[src/rtl/asic_pkg.sv]
// Shared types and constants for the ASIC RAM arbiter slice.
package asic_pkg;

  typedef enum logic [1:0] {
    REQ_NONE = 2'd0,
    REQ_CPU  = 2'd1,
    REQ_SPR  = 2'd2,
    REQ_DMA  = 2'd3
  } asic_req_t;

  localparam logic [15:0] ASIC_WIN_LO = 16'h4000;
  localparam logic [15:0] ASIC_WIN_HI = 16'h7FFF;

  function automatic logic in_asic_window(input logic [15:0] addr);
    return (addr >= ASIC_WIN_LO) && (addr <= ASIC_WIN_HI);
  endfunction

endpackage

[src/rtl/asic_rr_pick.sv]
// Per-cycle requester choice: CPU first unless a sprite/DMA request has waited
// MAX_WAIT cycles; sprite and DMA share by round-robin.
module asic_rr_pick
  import asic_pkg::*;
#(
  parameter int MAX_WAIT = 4
) (
  input  logic      clk_sys,
  input  logic      reset_n,
  input  logic      cpu_pend,
  input  logic      spr_elig,
  input  logic      dma_elig,
  output asic_req_t pick
);

  localparam int CW = $clog2(MAX_WAIT + 1);
  localparam logic [CW-1:0] CNT_MAX = CW'(MAX_WAIT);
  localparam logic [CW-1:0] CNT_ONE = CW'(1);
  localparam logic [CW-1:0] CNT_ZERO = CW'(0);

  logic [CW-1:0] spr_cnt_r;
  logic [CW-1:0] dma_cnt_r;
  logic          rr_dma_r;   // 0: sprite has round-robin priority
  logic          spr_sat_s;
  logic          dma_sat_s;

  assign spr_sat_s = spr_elig && (spr_cnt_r == CNT_MAX);
  assign dma_sat_s = dma_elig && (dma_cnt_r == CNT_MAX);

  // Priority decision: starved sprite/DMA, then CPU, then round-robin.
  always_comb begin
    pick = REQ_NONE;
    if (spr_sat_s && dma_sat_s) begin
      pick = rr_dma_r ? REQ_DMA : REQ_SPR;
    end else if (spr_sat_s) begin
      pick = REQ_SPR;
    end else if (dma_sat_s) begin
      pick = REQ_DMA;
    end else if (cpu_pend) begin
      pick = REQ_CPU;
    end else if (spr_elig && dma_elig) begin
      pick = rr_dma_r ? REQ_DMA : REQ_SPR;
    end else if (spr_elig) begin
      pick = REQ_SPR;
    end else if (dma_elig) begin
      pick = REQ_DMA;
    end else begin
      pick = REQ_NONE;
    end
  end

  // Wait counters and round-robin pointer.
  always_ff @(posedge clk_sys or negedge reset_n) begin
    if (!reset_n) begin
      spr_cnt_r <= CNT_ZERO;
      dma_cnt_r <= CNT_ZERO;
      rr_dma_r  <= 1'b0;
    end else begin
      if (!spr_elig || pick == REQ_SPR) begin
        spr_cnt_r <= CNT_ZERO;
      end else if (spr_cnt_r != CNT_MAX) begin
        spr_cnt_r <= spr_cnt_r + CNT_ONE;
      end else begin
        spr_cnt_r <= spr_cnt_r;
      end

      if (!dma_elig || pick == REQ_DMA) begin
        dma_cnt_r <= CNT_ZERO;
      end else if (dma_cnt_r != CNT_MAX) begin
        dma_cnt_r <= dma_cnt_r + CNT_ONE;
      end else begin
        dma_cnt_r <= dma_cnt_r;
      end

      case (pick)
        REQ_SPR: rr_dma_r <= 1'b1;
        REQ_DMA: rr_dma_r <= 1'b0;
        default: rr_dma_r <= rr_dma_r;
      endcase
    end
  end

endmodule

[src/rtl/asic_ram_arbiter.sv]
// Shares the single-port ASIC RAM between the CPU window, sprite fetcher and
// sound DMA; one RAM operation per cycle, CPU stalled through cpu_wait.
module asic_ram_arbiter
  import asic_pkg::*;
#(
  parameter int ADDR_W   = 14,
  parameter int MAX_WAIT = 4
) (
  input  logic              clk_sys,
  input  logic              reset_n,
  input  logic              asic_valid,
  input  logic              page_en,
  input  logic [15:0]       cpu_addr,
  input  logic              cpu_rd,
  input  logic              cpu_wr,
  input  logic [7:0]        cpu_din,
  output logic [7:0]        cpu_dout,
  output logic              cpu_wait,
  input  logic              spr_req,
  input  logic [ADDR_W-1:0] spr_addr,
  output logic              spr_gnt,
  output logic              spr_rvalid,
  input  logic              dma_req,
  input  logic [ADDR_W-1:0] dma_addr,
  output logic              dma_gnt,
  output logic              dma_rvalid,
  output logic [7:0]        rdata,
  output logic [ADDR_W-1:0] ram_addr,
  output logic              ram_rd,
  output logic              ram_wr,
  output logic [7:0]        ram_din,
  input  logic [7:0]        ram_q
);

  logic              strobe_q_r;
  logic              cpu_pend_r;
  logic [ADDR_W-1:0] cpu_addr_r;
  logic [7:0]        cpu_din_r;
  logic              cpu_is_wr_r;
  asic_req_t         op1_src_r;    // requester owning the RAM op this cycle
  logic              cpu_rd2_r;    // CPU read data on ram_q this cycle
  logic              cpu_wait_s;
  logic              cpu_hit_s;
  logic              spr_elig_s;
  logic              dma_elig_s;
  asic_req_t         pick_s;

  assign cpu_wait_s = cpu_pend_r | (op1_src_r == REQ_CPU) | cpu_rd2_r;
  assign cpu_wait   = cpu_wait_s;

  // Accesses are captured only on a fresh strobe edge into an unlocked, mapped window.
  assign cpu_hit_s = (cpu_rd | cpu_wr) & ~strobe_q_r & ~cpu_wait_s &
                     in_asic_window(cpu_addr) & asic_valid & page_en;

  // A requester is not eligible in the cycle its previous grant is showing.
  assign spr_elig_s = spr_req & ~spr_gnt;
  assign dma_elig_s = dma_req & ~dma_gnt;

  asic_rr_pick #(
    .MAX_WAIT (MAX_WAIT)
  ) u_pick (
    .clk_sys  (clk_sys),
    .reset_n  (reset_n),
    .cpu_pend (cpu_pend_r),
    .spr_elig (spr_elig_s),
    .dma_elig (dma_elig_s),
    .pick     (pick_s)
  );

  // CPU capture, RAM command stage and read-return stage.
  always_ff @(posedge clk_sys or negedge reset_n) begin
    if (!reset_n) begin
      strobe_q_r  <= 1'b0;
      cpu_pend_r  <= 1'b0;
      cpu_addr_r  <= {ADDR_W{1'b0}};
      cpu_din_r   <= 8'h00;
      cpu_is_wr_r <= 1'b0;
      op1_src_r   <= REQ_NONE;
      cpu_rd2_r   <= 1'b0;
      ram_addr    <= {ADDR_W{1'b0}};
      ram_rd      <= 1'b0;
      ram_wr      <= 1'b0;
      ram_din     <= 8'h00;
      spr_gnt     <= 1'b0;
      dma_gnt     <= 1'b0;
      spr_rvalid  <= 1'b0;
      dma_rvalid  <= 1'b0;
      cpu_dout    <= 8'h00;
    end else begin
      strobe_q_r <= cpu_rd | cpu_wr;

      if (cpu_hit_s) begin
        cpu_pend_r  <= 1'b1;
        cpu_addr_r  <= cpu_addr[ADDR_W-1:0];
        cpu_din_r   <= cpu_din;
        cpu_is_wr_r <= cpu_wr;
      end else if (pick_s == REQ_CPU) begin
        cpu_pend_r <= 1'b0;
      end else begin
        cpu_pend_r <= cpu_pend_r;
      end

      case (pick_s)
        REQ_CPU: begin
          ram_addr <= cpu_addr_r;
          ram_rd   <= ~cpu_is_wr_r;
          ram_wr   <= cpu_is_wr_r;
          ram_din  <= cpu_din_r;
          spr_gnt  <= 1'b0;
          dma_gnt  <= 1'b0;
        end
        REQ_SPR: begin
          ram_addr <= spr_addr;
          ram_rd   <= 1'b1;
          ram_wr   <= 1'b0;
          ram_din  <= 8'h00;
          spr_gnt  <= 1'b1;
          dma_gnt  <= 1'b0;
        end
        REQ_DMA: begin
          ram_addr <= dma_addr;
          ram_rd   <= 1'b1;
          ram_wr   <= 1'b0;
          ram_din  <= 8'h00;
          spr_gnt  <= 1'b0;
          dma_gnt  <= 1'b1;
        end
        default: begin
          ram_addr <= ram_addr;
          ram_rd   <= 1'b0;
          ram_wr   <= 1'b0;
          ram_din  <= ram_din;
          spr_gnt  <= 1'b0;
          dma_gnt  <= 1'b0;
        end
      endcase
      op1_src_r <= pick_s;

      spr_rvalid <= (op1_src_r == REQ_SPR);
      dma_rvalid <= (op1_src_r == REQ_DMA);
      cpu_rd2_r  <= (op1_src_r == REQ_CPU) & ram_rd;

      if (cpu_rd2_r) begin
        cpu_dout <= ram_q;
      end else begin
        cpu_dout <= cpu_dout;
      end
    end
  end

  // Shared read data is only driven while some requester's data is on ram_q.
  always_comb begin
    rdata = 8'h00;
    if (spr_rvalid | dma_rvalid | cpu_rd2_r) begin
      rdata = ram_q;
    end else begin
      rdata = 8'h00;
    end
  end

endmodule

[config.mk]
export PLATFORM = sky130hd
export DESIGN_NAME = asic_ram_arbiter
export DESIGN_NICKNAME = d
export VERILOG_FILES = /design/src/rtl/asic_pkg.sv /design/src/rtl/asic_rr_pick.sv /design/src/rtl/asic_ram_arbiter.sv
export SDC_FILE = /design/constraint.sdc
export NUM_CORES = 1
export LEC_CHECK = 0
export ABC_AREA = 1
export BUFFER_PORTS_ARGS = -buffer_cell sky130_fd_sc_hd__buf_2
export CORE_MARGIN = 2
export CORE_UTILIZATION = 45
export CTS_CLUSTER_SIZE = 16
export DETAILED_ROUTE_END_ITERATION = 12
export GPL_ROUTABILITY_DRIVEN = 0
export PLACE_DENSITY = 0.76
export SLEW_MARGIN = 20
export SYNTH_ARGS = -nofsm -noshare
export SYNTH_HDL_FRONTEND = slang
export SYNTH_SLANG_ARGS = --single-unit
[constraint.sdc]
create_clock -name clk_sys -period 1.5 [get_ports clk_sys]
set_input_delay 0.3 -clock clk_sys [delete_from_list [all_inputs] [get_ports clk_sys]]
set_output_delay 0.3 -clock clk_sys [all_outputs]
set_load 0.05 [all_outputs]
## Word level (Yosys, flattened, before mapping)

Index checks and enable logic that the tools add are counted.

| storage, ports and cells | value |
|---|---|
| bits in writable memories | 0 |
| memories kept | 0 |
| output and inout port bits | 45 |
| register bits | 71 |
| bits in latches | 0 |
| ROM bits | 0 |
| word-level logic and storage cells | 89 |

| operators by class | value |
|---|---|
| divide/modulo/power cells | 0 |
| multiply operators | 0 |
| add/subtract/negate cells | 2 |
| mux-type cells | 22 |
| order comparisons | 2 |
| reduce and logical (&&, ||, !) cells | 16 |
| bitwise operators | 18 |
| shift operators | 0 |
| equality and inequality tests | 10 |

Operators with widths:

| kind | count |
|---|---|
| one-hot mux 14 bit (3 select lines) | 1 |
| greater-or-equal comparator 16 x 15 -> 1 bit (second input constant) | 1 |
| <= comparator 16 x 15 -> 1 bit (second input constant) | 1 |
| one-hot mux 8 bit (2 select lines) | 1 |
| two-way mux 2 bit | 7 |
| two-way mux 3 bit | 4 |
| nonzero test 2 bit | 5 |
| bitwise AND 1 bit | 8 |
| == test 2 bit (second input constant) | 4 |
| two-way mux 8 bit | 1 |
| adder 3 x 1 -> 3 bit (second input constant) | 2 |
| == test 3 bit (second input constant) | 2 |
| two-way mux 1 bit | 6 |
| inequality test 3 bit (second input constant) | 2 |
| logical AND 1 bit | 5 |
| inverter 1 bit | 5 |
| bitwise OR 1 bit | 5 |
| == test 2 x 1 -> 1 bit (second input constant) | 2 |
| one-hot mux 1 bit (2 select lines) | 2 |
| nonzero test 3 bit | 1 |
| logical NOT 1 bit | 2 |
| logical OR 1 bit | 2 |
| OR reduction 2 bit | 1 |

## Longest topological paths before layout

Gate-level depths: netlist (run 1).

| logic depth | value |
|---|---|
| depth after elaboration | 12 |
| mapped depth | 13 |
| gate-level depth less buffers | 12 |

## Hierarchy

Synthesis (run 1) repeated with hierarchy kept, for this count alone.

| unflattened totals | value |
|---|---|
| cells, all modules | 372 |
| area, all modules | 3215.6 µm² |

Modules (own cells, without submodules):

| module | cells each | times used | area an instance (µm²) |
|---|---|---|---|
| asic_ram_arbiter | 319 | 1 | 2761.4 |
| asic_rr_pick | 53 | 1 | 454.2 |

## Least setup slack after synthesis (run 1)

No wires, ideal clock.

| timing path | value |
|---|---|
| kind | reg2out |
| start point | register dma_rvalid |
| end point | output port rdata[0] |
| slack | -0.321 ns |
| stages on the path, launching flop included | 3 |
| required time | 1.200 ns |
| data arrival time | 1.521 ns |
| path buffers | 0 |
| cells stage by stage | dfrtp_1 -> nor3_1 -> nor2_1 |

| on the way | value |
|---|---|
| word-level cells in the longest chain between the ends | 3 |

RTL lines:

| element | RTL line | source |
|---|---|---|
| start, declared | asic_ram_arbiter.sv:26 | `output logic dma_rvalid,` |
| start signal, assigned | asic_ram_arbiter.sv:140 | `dma_rvalid <= (op1_src_r == REQ_DMA);` |
| bitwise OR 1 bit (2 in a row) | asic_ram_arbiter.sv:154 | `if (spr_rvalid \| dma_rvalid \| cpu_rd2_r) begin` |
| two-way mux 8 bit | asic_ram_arbiter.sv:154 |  |
| end, declared | asic_ram_arbiter.sv:27 | `output logic [7:0] rdata,` |

Every way passes these cells.

## Worst setup path after layout (run 1)

| timing path | value |
|---|---|
| start point | register u_pick.dma_cnt_r[0] |
| end point | register ram_addr[4] |

| on the way | value |
|---|---|
| word-level cells in the longest chain between the ends | 7 |
| elaborated cells between the ends (all ways) | 11 |
| those cells by class | 4 x eq/ne; 4 x mux; 3 x reduce/logical |

RTL lines:

| element | RTL line | source |
|---|---|---|
| start, declared | asic_rr_pick.sv:22 | `logic [CW-1:0] dma_cnt_r;` |
| start signal, assigned | asic_rr_pick.sv:70 | `dma_cnt_r <= dma_cnt_r + CNT_ONE;` |
| start signal, assigned | asic_rr_pick.sv:72 | `dma_cnt_r <= dma_cnt_r;` |
| == test 3 bit * | asic_rr_pick.sv:28 | `assign dma_sat_s = dma_elig && (dma_cnt_r == CNT_MAX);` |
| logical AND 1 bit * | asic_rr_pick.sv:28 |  |
| two-way mux 2 bit | asic_rr_pick.sv:37 | `end else if (dma_sat_s) begin` |
| two-way mux 2 bit | asic_rr_pick.sv:35 | `end else if (spr_sat_s) begin` |
| two-way mux 2 bit * | asic_rr_pick.sv:33 | `if (spr_sat_s && dma_sat_s) begin` |
| == test 2 bit / == test 2 x 1 -> 1 bit (equally long branches) | asic_ram_arbiter.sv:103 | `case (pick_s)` |
| one-hot mux 14 bit (3 select lines) / nonzero test 3 bit (equally long branches) | - |  |
| end signal, assigned | asic_ram_arbiter.sv:105 | `ram_addr <= cpu_addr_r;` |
| end signal, assigned | asic_ram_arbiter.sv:113 | `ram_addr <= spr_addr;` |
| end signal, assigned | asic_ram_arbiter.sv:121 | `ram_addr <= dma_addr;` |
| end, declared | asic_ram_arbiter.sv:28 | `output logic [ADDR_W-1:0] ram_addr,` |

Mark *: on every way between the ends. The rest lies on a longest branch, timed or not.
A chain may end at the register's enable or synchronous reset.

==> results of run 1 <==
flip-flops by register name, summed over array words and instances (netlist names):
register	count
cpu_addr_r	14
ram_addr	14
cpu_din_r	8
cpu_dout	8
ram_din	8
u_pick.dma_cnt_r	3
u_pick.spr_cnt_r	3
op1_src_r	2
cpu_is_wr_r	1
cpu_pend_r	1
cpu_rd2_r	1
dma_gnt	1
dma_rvalid	1
ram_rd	1
ram_wr	1
spr_gnt	1
spr_rvalid	1
strobe_q_r	1
u_pick.rr_dma_r	1
timing repair:
item,CTS,global route
setup endpoints to repair,47,44
resized for setup,110,39
gates cloned,6,3
pin swaps,41,12
hold buffers,1,0
hold endpoints to repair,26,0
setup buffers,10,10
cells in the mapped netlist:
cell type,number,area [um2]
a21oi_1,26,130
buf_1,1,3.75
buf_2,13,65.1
buf_6,3,33.8
clkbuf_1,3,11.3
dfrtp_1,71,1780
ha_1,4,50.1
inv_1,56,210
inv_2,2,7.51
mux2_2,8,90.1
nand2_1,54,203
nand2_2,7,43.8
nand3_1,32,160
nand3_2,1,10.0
nand3b_1,14,105
nand4_1,15,93.8
nor2_1,43,161
nor2_4,1,11.3
nor3_1,3,15.0
o21ai_0,16,80.1
o21ai_1,2,10.0
xnor2_1,2,17.5
xor2_1,1,8.76
routing by layer:
layer  up-vias  GRT usage (%)  share of wire, %  routed length, um
met5         -              0                 0                  0
met4         0           13.7               5.2                586
met3        64           4.57               7.2                818
met2       241           42.9                50               5720
met1      1625           28.4                37               4220
li1       1540              -                 -                  -
worst max-delay path: cells and delay by family, from the launching register on:
family	cells	cell delay (ps)
fa+ha+maj	1	140
compound gates	1	140
buf+inv	3	310
simple gates	7	730
flops	1	410
how the worst max path moves through the flow:
stage / slack (ps) / cells after the start / to / startpoint
floorplan: -40 / 2 / rdata[1] / dma_rvalid
global placement: -100 / 11 / u_pick.spr_cnt_r[0] / u_pick.dma_cnt_r[0]
detailed placement: -140 / 11 / u_pick.spr_cnt_r[0] / u_pick.dma_cnt_r[0]
CTS: -140 / 4 / rdata[2] / spr_rvalid
global route: -420 / 12 / ram_addr[4] / u_pick.dma_cnt_r[0]
finish: -340 / 12 / ram_addr[4] / u_pick.dma_cnt_r[0]
metrics by stage:
step / setup slack, ps / instance area (um2) / total power, mW
floorplan: -43.1 / 3380 / 7.11
global placement: -96.6 / 4280 / 8.64
detailed placement: -143 / 4280 / 8.79
CTS: -142 / 5000 / 11.6
global route: -417 / 5260 / 13.1
finish: -338 / 5260 / 12.5
layout make-up:
| cell class | count | area share, % |
|---|---|---|
| timing repair buffer | 169 | 24.5 |
| antenna | 1 | 0.0476 |
| tap | 99 | 2.36 |
| clock buffer | 10 | 2.62 |
| multi-input combinational | 232 | 31.1 |
| inverter | 58 | 4.24 |
| clock inverter | 6 | 1.31 |
| sequential | 71 | 33.9 |
power by group through the flow:
stage,clock (mW),sequential [mW],combinational (mW)
4_1_cts,1.59,2.99,6.98
5_1_grt,1.70,3.10,8.31
2_1_floorplan,0,4.37,2.74
3_3_place_gp,0,2.99,5.66
3_5_place_dp,0,3.01,5.78
6_report,1.58,3.05,7.86
cell families (layout without fill, tap and decap cells):
group                      Yosys count  after routing  share of synthesized area [%]
AOI/OAI and AO/OA                   44             44                           6.68
DFF                                 71             71                           53.9
and+or+nand+nor                    170            173                           24.4
muxes                                8              8                           2.73
other                                0              1                              0
adders and majority gates            4              4                           1.52
buffers and inverters               78            243                           10.1
xor gates and xnor gates             3              3                          0.797
==> impl_metrics.csv, run 1 <==
group,metric,value,unit
timing,slew_violations,0,
critical_path,critPathRequiredTime,1740,ps
clocking,htree_levels,3,
pwr,sw_frac_of_total,49.5,%
critical_path,r2r_start,"u_pick.dma_cnt_r[0]",
synth,ys_ff_latch,71,
floorplanning,dieArea,8030,um2
clocking,root_buffer,"clkbuf_8",
floorplanning,fp.dieW,89.6,um
clocking,cts-buffers-inserted,9,
pwr,p_switching,6.19,mW
timing,setup-violations-final,43,
clocking,cts_buffer_depth,2,
critical_path,worst-r2r-cell-count,12,
pwr,power_frac_comb,62.9,%
placed_design,place_inst,605,
timing,tightest_slew,375,ps
layout,multi_input_area,1630,um2
grt,grt.total_usage,24.6,%
synth,yosysUniqueCellTypes,23,
timing,fin_hold_ws,154,ps
grt,grt_pass1_vias,3278,
layout,layout_common_cells,"102 x buf_2, 68 x dfrtp_1, 46 x inv_1",
critical_path,max_stage_delay,410,ps
timing,setup_ws,-338,ps
clocking,path_clk_slew,80,ps
min_path,hold_path_depth,3,
floorplanning,die_h,89.6,um
detailed_routing,drt-total-wl,11300,um
timing,skew,12.1,ps
pwr,power.density,2380,nW/um2
grt,grt_max_degree,31,
critical_path,reg2reg_setup_slack,-340,ps
critical_path,crit_path_top_delay_cell,"dfrtp_1",
detailed_routing,drc_errors,0,
critical_path,r2r_end,"ram_addr[4]",
timing,relSlewSlack,75.0,%
timing,fin_crit_sh,123,%
layout,syn_to_final_growth,59.4,%
layout,post-route-util,73.3,%
status,violations,"negative setup slack",
floorplanning,core.rowCount,31,
synth,synth-seq-area-share,53.9,%
layout,nNetsFinal,613,
detailed_routing,vias,3470,
layout,stdcell_count,646,
layout,fillers,467,
layout,final-seq-area,1780,um2
detailed_routing,dr.first_iter.drc_count,351,
pwr,clkPwrFrac,12.7,%
pwr,internal-power,6.31,mW
critical_path,worstPathArrival,2080,ps
detailed_routing,final_antenna_net_count,0,
pwr,power_frac_seq,24.4,%
critical_path,end_kind,"flip-flop",
timing,min_period,1840,ps
placed_design,portBuffers,112,
placed_design,place_hpwl,6040,um
synth,syn_nets,450,
clocking,cts_num_sinks,71,
critical_path,path_max_fanout,8,
floorplanning,initial_core_util,46.0,%
timing,rsz0062_at_grt,"true",
grt,antenna_found_initial,1,
flow_run,maxCapViolations,0,
layout,final_layout_size_suffix_gt1_share,52.2,%
status,status,"finished with violations",
detailed_routing,first_pass_iters,5,
clocking,cts_tree,"built",
synth,ys_warn_count,0,
clocking,insertion_delay,350,ps
layout,final_common_cell,"buf_2",
synth,syn-cell-area,3300,um2
detailed_routing,viasPerCell,5.37,
critical_path,crit_top_cell,"nand2_8",
grt,grt_pass1_wl,14800,um
timing,fmax,544,MHz
timing,fin_setup_tns,-6920,ps
synth,netlist_instances,378,
floorplanning,io_pins,113,
critical_path,start_kind,"flip-flop",
min_path,hold_class,"primary input to flip-flop",
grt,gr-total-overflow,0,
pwr,ir_worst_vdd,968,uV
detailed_routing,post_drt_wl_per_cell,17.6,um
critical_path,crit_path_cell_trace,"inv_2 > ha_4 > nand2_4 > nor2_4 > nand2_2 > nand2_8 > nand2_8 > clkbuf_16 > o21ai_1 > nand3_1 > nand2_1 > inv_1",
min_path,min_from,"cpu_rd",
synth,syn_area_per_cell,8.73,um2
pwr,p_leak,2.77,nW
critical_path,worst-setup-path-type,"flip-flop to flip-flop",
min_path,min_to,"strobe_q_r",
floorplanning,core,7180,um2
timing,finalHoldViolations,0,
Note: power is estimated with default switching activity, not from simulation.
==> run 2, diff against run 1 <==
--- a/config.mk
+++ b/config.mk
@@ -12,6 +12,7 @@
 export CTS_CLUSTER_SIZE = 16
 export DETAILED_ROUTE_END_ITERATION = 12
 export GPL_ROUTABILITY_DRIVEN = 0
+export MAX_ROUTING_LAYER = met4
 export PLACE_DENSITY = 0.76
 export SLEW_MARGIN = 20
 export SYNTH_ARGS = -nofsm -noshare
==> impl_metrics.csv, run 2 (same netlist as run 1, synthesis figures left out) <==
group,metric,value,unit
layout,final-seq-area,1780,um2
critical_path,worst-setup-path-type,"flip-flop to flip-flop",
clocking,cts_tree,"built",
layout,final_common_cell,"buf_2",
timing,tightest_slew,375,ps
timing,relSlewSlack,75.0,%
layout,final_layout_size_suffix_gt1_share,52.2,%
clocking,cts_buffer_depth,2,
critical_path,crit_path_cell_trace,"inv_2 > ha_4 > nand2_4 > nor2_4 > nand2_2 > nand2_8 > nand2_8 > clkbuf_16 > o21ai_1 > nand3_1 > nand2_1 > inv_1",
layout,fillers,467,
critical_path,critPathBufInv,3,
min_path,min_to,"strobe_q_r",
pwr,clkPwrFrac,12.7,%
pwr,ir_worst_vdd,965,uV
placed_design,place_hpwl,6040,um
floorplanning,io_pins,113,
timing,fin_hold_ws,146,ps
pwr,p_total,12.5,mW
clocking,htree_levels,3,
timing,min_period,1820,ps
detailed_routing,viasPerCell,5.40,
detailed_routing,drc_errors,0,
timing,skew,13.9,ps
critical_path,worstPathArrival,2070,ps
pwr,power_frac_comb,62.9,%
detailed_routing,dr.first_iter.drc_count,385,
grt,gr-total-overflow,0,
floorplanning,core,7180,um2
detailed_routing,drt-total-wl,11300,um
critical_path,end_kind,"flip-flop",
clocking,cts-buffers-inserted,9,
floorplanning,die_h,89.6,um
critical_path,cp_num_cells,12,
layout,syn_to_final_growth,59.4,%
critical_path,worst-r2r-cell-count,12,
critical_path,crit_top_cell,"nand2_8",
critical_path,critical-path-top-delay-family,"simple AND/OR/NAND/NOR gates",
pwr,power_frac_seq,24.4,%
clocking,root_buffer,"clkbuf_8",
timing,fin_crit_sh,122,%
grt,grt_pass1_wl,14800,um
pwr,p_switching,6.18,mW
pwr,internal-power,6.31,mW
flow_run,maxCapViolations,0,
clocking,cts_num_sinks,71,
layout,layout_common_cells,"102 x buf_2, 68 x dfrtp_1, 46 x inv_1",
placed_design,portBuffers,112,
critical_path,max_stage_delay,420,ps
critical_path,crit_path_top_delay_cell,"dfrtp_1",
status,status,"finished with violations",
critical_path,r2r_start,"u_pick.dma_cnt_r[0]",
floorplanning,fp.dieW,89.6,um
detailed_routing,first_pass_iters,6,
layout,top_regs,"cpu_addr_r: 14 flops, ram_addr: 14 flops",
critical_path,path_max_fanout,8,
layout,multi_input_area,1630,um2
grt,grt_max_degree,31,
timing,setup-violations-final,43,
critical_path,start_kind,"flip-flop",
min_path,hold_path_depth,3,
floorplanning,initial_core_util,46.0,%
pwr,p_leak,2.77,nW
timing,fmax,548,MHz
grt,grt_pass1_vias,3273,
timing,setup_ws,-325,ps
clocking,insertion_delay,360,ps
detailed_routing,vias,3488,
pwr,power.density,2380,nW/um2
floorplanning,core.rowCount,31,
timing,rsz0062_at_grt,"true",
floorplanning,dieArea,8030,um2
critical_path,reg2reg_setup_slack,-320,ps
min_path,hold_class,"primary input to flip-flop",
status,violations,"negative setup slack",
timing,finalHoldViolations,0,
min_path,min_from,"cpu_rd",
grt,antenna_found_initial,1,
critical_path,critPathRequiredTime,1750,ps
clocking,path_clk_slew,80,ps
detailed_routing,post_drt_wl_per_cell,17.6,um
grt,grt.total_usage,25.4,%
timing,slew_violations,0,
critical_path,r2r_end,"ram_addr[4]",
detailed_routing,final_antenna_net_count,0,
layout,nNetsFinal,613,
pwr,sw_frac_of_total,49.5,%
run 2: cell counts in the layout (fill, tap and decap cells not counted):
Identical to the previous run, type by type.
run 2: layer usage:
metal,up-vias,track usage [%],share of wire (%)
met4,0,13.4,5.0
met5,-,-,0
li1,1542,-,-
met3,69,4.57,7.6
met2,237,42.9,50
met1,1640,28.7,37
run 2: tightest hold or removal path, delay by kind of cell:
family / cells / cell delay [ps]
buffers and inverters: 2 / 120
AND/OR/NAND/NOR: 1 / 50
run 2: worst max path at each step:
stage / slack, ps / start / endpoint
floorplan: -40 / dma_rvalid / rdata[1]
global placement: -100 / u_pick.dma_cnt_r[0] / u_pick.spr_cnt_r[0]
detailed placement: -140 / u_pick.dma_cnt_r[0] / u_pick.spr_cnt_r[0]
CTS: -140 / spr_rvalid / rdata[2]
global route: -420 / u_pick.dma_cnt_r[0] / ram_addr[4]
finish: -320 / u_pick.dma_cnt_r[0] / ram_addr[4]
run 2: stage by stage:
step	area, um2	cells	worst slack [ps]	setup TNS, ps	util (%)
finish	5260	646	-325	-7040	73.3
global route	5260	646	-417	-9720	73.3
CTS	5000	636	-142	-2790	69.7
detailed placement	4280	605	-143	-2890	59.6
global placement	4280	605	-96.6	-1360	59.6
floorplan	3380	378	-43.1	-301	-
run 2: power by group through the flow:
stage | sequential [mW] | clock [mW] | combinational (mW)
2_1_floorplan | 4.37 | 0 | 2.74
3_3_place_gp | 2.99 | 0 | 5.66
3_5_place_dp | 3.01 | 0 | 5.78
4_1_cts | 2.99 | 1.59 | 6.98
5_1_grt | 3.10 | 1.70 | 8.31
6_report | 3.05 | 1.59 | 7.85
run 2: cell type report:
cell class | count | area share [%]
inverters | 58 | 4.24
repair buffers | 169 | 24.5
diodes | 1 | 0.0476
flip-flops and latches | 71 | 33.9
multi-input cells | 232 | 31.1
clock buffers | 10 | 2.62
clock inverters | 6 | 1.31
well taps | 99 | 2.36
run 2: repair_timing:
action                     4_1_cts  5_1_grt
gates resized for setup        110       39
pin swaps                       41       12
hold buffers                     1        0
setup buffers                   10       10
setup endpoints to repair       47       43
hold endpoints to repair        26        0
gates cloned                     6        3
